File: src/rtl/bus_fabric_if.sv
`default_nettype none
// +----------------------------------------------------------------------------+
// | Module      : bus_fabric_if                                                |
// | Description : CPU memory port plus fanned-out slave request/response       |
// |               signals of bus_fabric.                                       |
// |               Modport "slave" is the fabric's view: it answers CPU         |
// |               requests and drives the slave selects.                       |
// |               Modport "master" is the surrounding system's view: the CPU   |
// |               and the slave blocks.                                        |
// |   mem_valid/mem_addr            CPU request                                |
// |   mem_ready/mem_rdata/mem_error completion pulse, data, error flag         |
// |   slave_valid                   one-hot slave request                      |
// |   slave_ready/slave_rdata       per-slave ready, flattened read data       |
// | Revision    : 1.0 - initial release                                        |
// +----------------------------------------------------------------------------+
interface bus_fabric_if #(
    parameter int N_SLAVES = 8
);
    logic                     mem_valid;
    logic [31:0]              mem_addr;
    logic                     mem_ready;
    logic [31:0]              mem_rdata;
    logic                     mem_error;
    logic [N_SLAVES-1:0]      slave_valid;
    logic [N_SLAVES-1:0]      slave_ready;
    logic [32*N_SLAVES-1:0]   slave_rdata;

    modport slave (
        input  mem_valid, mem_addr, slave_ready, slave_rdata,
        output mem_ready, mem_rdata, mem_error, slave_valid
    );

    modport master (
        output mem_valid, mem_addr, slave_ready, slave_rdata,
        input  mem_ready, mem_rdata, mem_error, slave_valid
    );
endinterface
`default_nettype wire

File: src/rtl/bus_fabric.sv
`default_nettype none
// +----------------------------------------------------------------------------+
// | Module      : bus_fabric                                                   |
// | Description : Registered address decoder / response router between the    |
// |               CPU memory port and up to 16 slaves. A request is latched,  |
// |               one slave is selected one-hot, and unmapped slots or hung   |
// |               slaves complete with an error response.                     |
// |   clk     : system clock                                                  |
// |   resetn  : asynchronous active-low reset                                 |
// |   bus     : bus_fabric_if.slave (CPU port + slave request/response)       |
// | Revision    : 1.0 - initial release                                        |
// +----------------------------------------------------------------------------+
module bus_fabric #(
    parameter int          N_SLAVES  = 8,
    parameter logic [31:0] WIN_BASE  = 32'hFFFF0000,
    parameter int          SLOT_BITS = 4,
    parameter int          TIMEOUT   = 255
) (
    input  logic         clk,
    input  logic         resetn,
    bus_fabric_if.slave  bus
);

    localparam int c_SEL_W   = $clog2(N_SLAVES);
    localparam int c_CNT_W   = (TIMEOUT < 2) ? 1 : $clog2(TIMEOUT + 1);
    localparam int c_TAG_LSB = SLOT_BITS + 4;

    localparam logic [c_CNT_W:0]     c_TIMEOUT     = (c_CNT_W + 1)'(TIMEOUT);
    localparam logic [c_CNT_W:0]     c_CNT_ONE     = (c_CNT_W + 1)'(1);
    localparam logic [4:0]           c_LAST_SLOT   = 5'(N_SLAVES - 1);
    localparam logic [c_SEL_W-1:0]   c_DEFAULT_SEL = c_SEL_W'(N_SLAVES - 1);
    localparam logic [N_SLAVES-1:0]  c_SV_ONE      = N_SLAVES'(1);

    localparam logic [1:0] S_IDLE   = 2'd0;
    localparam logic [1:0] S_ACTIVE = 2'd1;
    localparam logic [1:0] S_RESP   = 2'd2;

    logic [1:0]          r_state, w_state_nxt;
    logic [c_SEL_W-1:0]  r_sel, w_sel_nxt;
    logic [c_CNT_W-1:0]  r_cnt, w_cnt_nxt;
    logic [31:0]         r_mem_rdata, w_mem_rdata_nxt;
    logic                r_mem_error, w_mem_error_nxt;
    logic                r_mem_ready, w_mem_ready_nxt;
    logic [N_SLAVES-1:0] r_slave_valid, w_slave_valid_nxt;

    // ---------------- address decode (meaningful in IDLE only) --------------
    logic               w_in_window;
    logic [3:0]         w_slot;
    logic               w_unmapped;
    logic [c_SEL_W-1:0] w_dec_sel;
    logic               w_unused_addr;

    assign w_in_window = (bus.mem_addr[31:c_TAG_LSB] == WIN_BASE[31:c_TAG_LSB]);
    assign w_slot      = bus.mem_addr[SLOT_BITS+3:SLOT_BITS];
    // Slots at or above the default slave's index have no peripheral behind them.
    assign w_unmapped  = w_in_window && ({1'b0, w_slot} >= c_LAST_SLOT);
    assign w_dec_sel   = w_in_window ? w_slot[c_SEL_W-1:0] : c_DEFAULT_SEL;
    // Byte offset within a slot does not take part in the decode.
    assign w_unused_addr = &{1'b0, bus.mem_addr[SLOT_BITS-1:0]};

    // ---------------- selected-slave response -------------------------------
    logic              w_sel_ready;
    logic [31:0]       w_sel_rdata;
    logic [c_CNT_W:0]  w_cnt_inc;
    logic              w_timeout;

    assign w_sel_ready = bus.slave_ready[r_sel];
    assign w_sel_rdata = bus.slave_rdata[{r_sel, 5'd0} +: 32];
    assign w_cnt_inc   = {1'b0, r_cnt} + c_CNT_ONE;
    // This ACTIVE cycle is number r_cnt+1; the one that reaches TIMEOUT is the last.
    assign w_timeout   = (TIMEOUT != 0) && (w_cnt_inc == c_TIMEOUT);

    // ---------------- state register ----------------------------------------
    always_ff @(posedge clk or negedge resetn) begin
        if (!resetn) begin
            r_state <= S_IDLE;
        end else begin
            r_state <= w_state_nxt;
        end
    end

    // ---------------- next-state logic --------------------------------------
    always_comb begin
        w_state_nxt = r_state;
        case (r_state)
            S_IDLE: begin
                if (bus.mem_valid) begin
                    w_state_nxt = w_unmapped ? S_RESP : S_ACTIVE;
                end
            end
            S_ACTIVE: begin
                // mem_valid is deliberately not looked at: a started transaction always completes.
                if (w_sel_ready || w_timeout) begin
                    w_state_nxt = S_RESP;
                end
            end
            S_RESP:  w_state_nxt = S_IDLE;
            default: w_state_nxt = S_IDLE;
        endcase
    end

    // ---------------- output logic (next values of the registered outputs) --
    always_comb begin
        w_sel_nxt       = r_sel;
        w_cnt_nxt       = r_cnt;
        w_mem_rdata_nxt = r_mem_rdata;
        w_mem_error_nxt = r_mem_error;
        case (r_state)
            S_IDLE: begin
                if (bus.mem_valid) begin
                    if (w_unmapped) begin
                        w_mem_rdata_nxt = 32'd0;
                        w_mem_error_nxt = 1'b1;
                    end else begin
                        w_sel_nxt = w_dec_sel;
                        w_cnt_nxt = '0;
                    end
                end
            end
            S_ACTIVE: begin
                // Ready on the timeout boundary still counts as a normal completion.
                if (w_sel_ready) begin
                    w_mem_rdata_nxt = w_sel_rdata;
                    w_mem_error_nxt = 1'b0;
                end else if (w_timeout) begin
                    w_mem_rdata_nxt = 32'd0;
                    w_mem_error_nxt = 1'b1;
                end else begin
                    w_cnt_nxt = w_cnt_inc[c_CNT_W-1:0];
                end
            end
            default: ;
        endcase
        w_mem_ready_nxt   = (w_state_nxt == S_RESP);
        w_slave_valid_nxt = (w_state_nxt == S_ACTIVE) ? (c_SV_ONE << w_sel_nxt) : '0;
    end

    always_ff @(posedge clk or negedge resetn) begin
        if (!resetn) begin
            r_sel         <= '0;
            r_cnt         <= '0;
            r_mem_rdata   <= 32'd0;
            r_mem_error   <= 1'b0;
            r_mem_ready   <= 1'b0;
            r_slave_valid <= '0;
        end else begin
            r_sel         <= w_sel_nxt;
            r_cnt         <= w_cnt_nxt;
            r_mem_rdata   <= w_mem_rdata_nxt;
            r_mem_error   <= w_mem_error_nxt;
            r_mem_ready   <= w_mem_ready_nxt;
            r_slave_valid <= w_slave_valid_nxt;
        end
    end

    assign bus.mem_ready   = r_mem_ready;
    assign bus.mem_rdata   = r_mem_rdata;
    assign bus.mem_error   = r_mem_error;
    assign bus.slave_valid = r_slave_valid;

endmodule
`default_nettype wire

File: src/flat_wrapper.sv
// flat-port wrapper written by rule: the top's interface ports become plain ports
module bus_fabric_flat 
#(
    parameter int          N_SLAVES  = 8,
    parameter logic [31:0] WIN_BASE  = 32'hFFFF0000,
    parameter int          SLOT_BITS = 4,
    parameter int          TIMEOUT   = 255
)
  (clk, resetn, bus_mem_valid, bus_mem_addr, bus_slave_ready, bus_slave_rdata, bus_mem_ready, bus_mem_rdata, bus_mem_error, bus_slave_valid);
  bus_fabric_if #(.N_SLAVES(N_SLAVES)) bus_i ();
  input  logic clk;
  input  logic resetn;
  input wire logic [$bits(bus_i.mem_valid)-1:0] bus_mem_valid;
  input wire logic [$bits(bus_i.mem_addr)-1:0] bus_mem_addr;
  input wire logic [$bits(bus_i.slave_ready)-1:0] bus_slave_ready;
  input wire logic [$bits(bus_i.slave_rdata)-1:0] bus_slave_rdata;
  output wire logic [$bits(bus_i.mem_ready)-1:0] bus_mem_ready;
  output wire logic [$bits(bus_i.mem_rdata)-1:0] bus_mem_rdata;
  output wire logic [$bits(bus_i.mem_error)-1:0] bus_mem_error;
  output wire logic [$bits(bus_i.slave_valid)-1:0] bus_slave_valid;
  assign bus_i.mem_valid = bus_mem_valid;
  assign bus_i.mem_addr = bus_mem_addr;
  assign bus_i.slave_ready = bus_slave_ready;
  assign bus_i.slave_rdata = bus_slave_rdata;
  assign bus_mem_ready = bus_i.mem_ready;
  assign bus_mem_rdata = bus_i.mem_rdata;
  assign bus_mem_error = bus_i.mem_error;
  assign bus_slave_valid = bus_i.slave_valid;
  bus_fabric #(.N_SLAVES(N_SLAVES), .WIN_BASE(WIN_BASE), .SLOT_BITS(SLOT_BITS), .TIMEOUT(TIMEOUT)) u_core (.clk(clk), .resetn(resetn), .bus(bus_i));
endmodule
File: config.mk
export PLATFORM = sky130hd
export DESIGN_NAME = bus_fabric_flat
export DESIGN_NICKNAME = d
export VERILOG_FILES = /design/src/rtl/bus_fabric_if.sv /design/src/rtl/bus_fabric.sv /design/src/flat_wrapper.sv
export SDC_FILE = /design/constraint.sdc
export NUM_CORES = 1
export LEC_CHECK = 0
export BUFFER_PORTS_ARGS = -buffer_cell sky130_fd_sc_hd__buf_2
export CAP_MARGIN = 15
export CORE_AREA = 10 10 125 127
export CTS_CLUSTER_DIAMETER = 30
export CTS_CLUSTER_SIZE = 8
export DETAILED_ROUTE_END_ITERATION = 12
export DIE_AREA = 0 0 135 137
export MAX_ROUTING_LAYER = met4
export PLACE_DENSITY = 0.64
export SYNTH_ARGS = -nofsm -noshare
export SYNTH_HDL_FRONTEND = slang
export SYNTH_SLANG_ARGS = --single-unit
File: constraint.sdc
create_clock -name clk -period 5.9 [get_ports clk]
set_clock_uncertainty 0.2 [all_clocks]
set_input_delay 0 -clock clk [delete_from_list [all_inputs] [get_ports clk]]
set_output_delay 0 -clock clk [all_outputs]
set_load 0.02 [all_outputs]
==> results.txt <==
----------------------------------------------------
[Yosys]
  Sequential fraction of the synthesis area ... about a third
  Synth warn ... 0
  Number of enable flip-flop cells after synthesis ... 0
  Synth cell count leaders ... mux4_2 (66), dfrtp_1 (55), mux2i_1 (35)
  Post-synth ARST share ... 100%
  Synthesized instance count ... 291
  Library cells used by synthesis ... 39
  Post-synthesis net count ... approximately 590
  Most area-consuming cells after synthesis ... mux4_2 (36%), dfrtp_1 (33%), mux2i_1 (8.5%), o2bb2ai_1 (6.8%), clkbuf_1 (1.8%)
  Syn Area/Cell ... about 14 um^2
  FF+latch count, synth ... 55
  Cell type with the largest total area after synthesis ... mux4_2
  Synthesized cell area ... slightly above 0.004 mm^2
  Main flop type after synthesis ... dfrtp_1
  Share of the synthesized area in the top cell type ... between 30% and 40%
  Dominant cell by count in the synthesized netlist ... mux4_2

[Worst hold path]
  Path category of the worst min-delay check ... in2reg

[Layout]
  Core utilization of the finished layout ... 47.2%
  Fraction of layout instances using a drive strength above 1 ... 69.6%
  Net count, final ... between 900 and 1,000
  Area added between synthesis and finish ... 49.5%
  Total non-filler cell area in the finished layout ... a little over 0.006 mm^2

[Route]
  Via density per instance ... about 5.3
  Total Routed Length ... roughly 18 mm
  DR iter-0 viols ... ~240
  Count of unresolved DRC violations after routing ... 0
  Wire length per cell ... approximately 23 um
  Number of nets still failing antenna checks after routing ... 0
  Number of iterations in the first detailed-routing pass ... 4
  Via count ... about 4,200

[Critical path]
  Crit path launch ... u_core.r_sel[0]
  Crit-path slowest cell ... dfrtp_4
  Endpoint of the worst-slack reg-to-reg timing path ... u_core.bus.mem_rdata[30]
  Worst Path Required ... around 5900 ps
  Critical path's top delay family ... multiplexers
  Depth of the critical timing path with buffers and inverters included ... 6
  Register-to-register setup slack ... roughly 2600 ps
  Critical path capture point type ... flip-flop
  Delay of the slowest cell on the worst path ... 730 ps
  Ordered list of cells on the worst path ... mux4_2 -> mux2i_1 -> nor2_1 -> a221oi_4 -> buf_4 -> o2bb2ai_1
  Critical register-to-register path startpoint ... u_core.r_sel[0]
  Kind of critical path ... reg2reg
  Kind of launch point of the worst setup path ... flip-flop
  Peak fanout along the critical path ... 23
  Data arrival time of the critical path ... around 3300 ps
  Buffering stage count on the worst path with inverters included ... 1
  Critical path destination ... u_core.bus.mem_rdata[30]
  Reg2Reg Depth ... 6

[STA]
  Total count of max-transition violations in the final report ... 0
  Maximum clock rate ... between 300 and 400 MHz
  Endpoints failing setup ... 0
  Unrepaired setup endpoints after global routing ... no
  Max-slew headroom ... 26.3%
  Final Hold Violating Endpoints ... 0
  Post-Route Setup TNS ... 0 ps
  Ratio of final minimum period to clock period ... 55.8%
  Final worst path period need ... about 3300 ps
  Worst-Margin Slew ... 1110 ps

[Outcome]
  Status ... finished, final reports clean

[Clocking]
  Total of cells resized after clock tree synthesis ... 0
  Number of clock buffers inserted by TritonCTS ... 5
  Clock root buffer ... clkbuf_16
  CTS tree ... done
  Source-to-sink clock delay at the later pin of the worst-skew pair ... roughly 290 ps
  Number of H-tree branching levels ... 2
  Clock-pin slew reported for the worst setup and hold paths after clock tree synthesis ... about 70 ps
  Sinks on Clock Net ... between 50 and 60
  Buffer depth of the longest clock path ... 2

[Floorplan]
  Boundary pin count ... 341
  Initial core utilization ... a little under a third
  Die X ... between 100 and 150 um
  Total Die Area ... between 0.015 and 0.02 mm^2
  Height of the die ... around 140 um
  Std-Cell Rows ... 42
  Core area ... 0.0131 mm^2

[Placement]
  Count of buffers inserted at the top-level ports ... 336
  Final weighted congestion in routability-driven placement ... 0.905
  Area of placed instances ... about 0.006 mm^2
  Sum of net half-perimeters after detailed placement ... about 15 mm

[Global routing]
  Number of antenna violations at the first check in global routing ... 9
  Overall overflow remaining after global route ... 0
  Largest net degree at the start of global routing ... between 50 and 60
  Wire length of the first global-routing pass ... ~27 mm
  Number of global-route vias before repair ... 4,899
  Total Routing Usage GR ... about a fifth

[Run]
  Number of max-cap violations ... 0

[Pwr]
  Peak VDD IR ... between 100 and 150 uV
  Leakage power figure ... 3.26 nW
  PwrDens ... approximately 260 mW/mm^2

----------------------------------------------------
[worst min-delay path by stage]
stage                                   from                       to  slack (ps)  depth (start not counted)
final                     bus_slave_rdata[5]  u_core.bus.mem_rdata[5]          10                          4
after global routing      bus_slave_rdata[5]  u_core.bus.mem_rdata[5]          30                          4
after CTS                   bus_mem_addr[13]          u_core.r_cnt[5]          10                          6
after detailed placement              resetn          u_core.r_cnt[7]          -5                          2
after global placement                resetn          u_core.r_cnt[7]         -30                          2
after floorplan                       resetn     u_core.bus.mem_error        -500                          0
[through the flow]
step | worst slack [ps] | std cells | hold slack, ps | power [W]
floorplan | 3410 | 291 | -496 | 0.000979
global placement | 2580 | 780 | -26.4 | 0.00129
detailed placement | 2540 | 780 | -5.24 | 0.00130
CTS | 2510 | 792 | 10.4 | 0.00161
global route | 2340 | 800 | 27.7 | 0.00168
finish | 2610 | 800 | 14.6 | 0.00159
[cell families (layout without fill, tap and decap cells)]
logic type / after synthesis / after routing / synth area share [%]
AO/OA/AOI/OAI: 50 / 50 / 11.0
XOR/XNOR: 2 / 2 / 0.424
adder cells (fa/ha/maj): 2 / 2 / 0.605
buffers and inverters: 35 / 360 / 3.33
flip-flops: 55 / 55 / 33.3
multiplexers: 102 / 102 / 44.7
other: 0 / 8 / 0
AND/OR/NAND/NOR: 45 / 45 / 6.71
[power breakdown]
part / switching, W / internal [W] / leakage, nW
combinational: 0.000406 / 0.000303 / 2.49
clock: 0.000135 / 0.000157 / 0.0669
sequential: 0.0000795 / 0.000503 / 0.696
total: 0.000621 / 0.000964 / 3.26
[worst min-delay path: stages]
cell and delay (ps):
buf_2 70, mux4_2 210, mux2i_1 60, o2bb2ai_1 130
[sequential cells by signal, indices dropped and copies added, names as in the netlist]
signal                  flops
u_core.bus.mem_error        1
u_core.bus.mem_rdata       32
u_core.bus.mem_ready        1
u_core.bus.slave_valid      8
u_core.r_cnt                8
u_core.r_sel                3
u_core.r_state              2
[metal layers]
layer	up-vias	track usage [%]	routed length [um]
met2	214	32.6	9480
li1	1894	-	-
met4	0	5.20	256
met1	2081	22.0	6890
met3	14	5.06	1500
met5	-	-	0
[what timing repair did]
action / in CTS / in global routing
buffers inserted: 0 / 0
hold buffers: 4 / 0
endpoints found under the hold margin: 66 / 0
[layout make-up]
class | count | area (um^2)
clock buffers | 6 | 129
inverters | 8 | 30.0
multi-input cells | 201 | 2640
well taps | 176 | 220
fillers | 1208 | 6900
flip-flops and latches | 55 | 1380
repair buffers | 344 | 1750
diodes | 8 | 20.0
clock inverters | 2 | 12.5
[layout by cell type, fill, tap and decap left out, types with 2 or more instances in the layout]
cell type	count
a21oi_1	2
a31oi_1	4
a41oi_1	2
and3_1	2
buf_2	336
buf_4	4
clkbuf_16	5
dfrtp_1	52
dfrtp_2	2
diode_2	8
dlygate4sd3_1	4
ha_1	2
inv_1	4
inv_2	4
mux2i_1	35
mux4_2	66
nand2_1	8
nand3_1	5
nand4_1	4
nor2_1	4
nor3_1	2
nor3b_1	2
nor4_1	9
o21ai_0	2
o22ai_4	2
o2bb2ai_1	32
or4_4	2
Power figures use the tool's default switching activity.
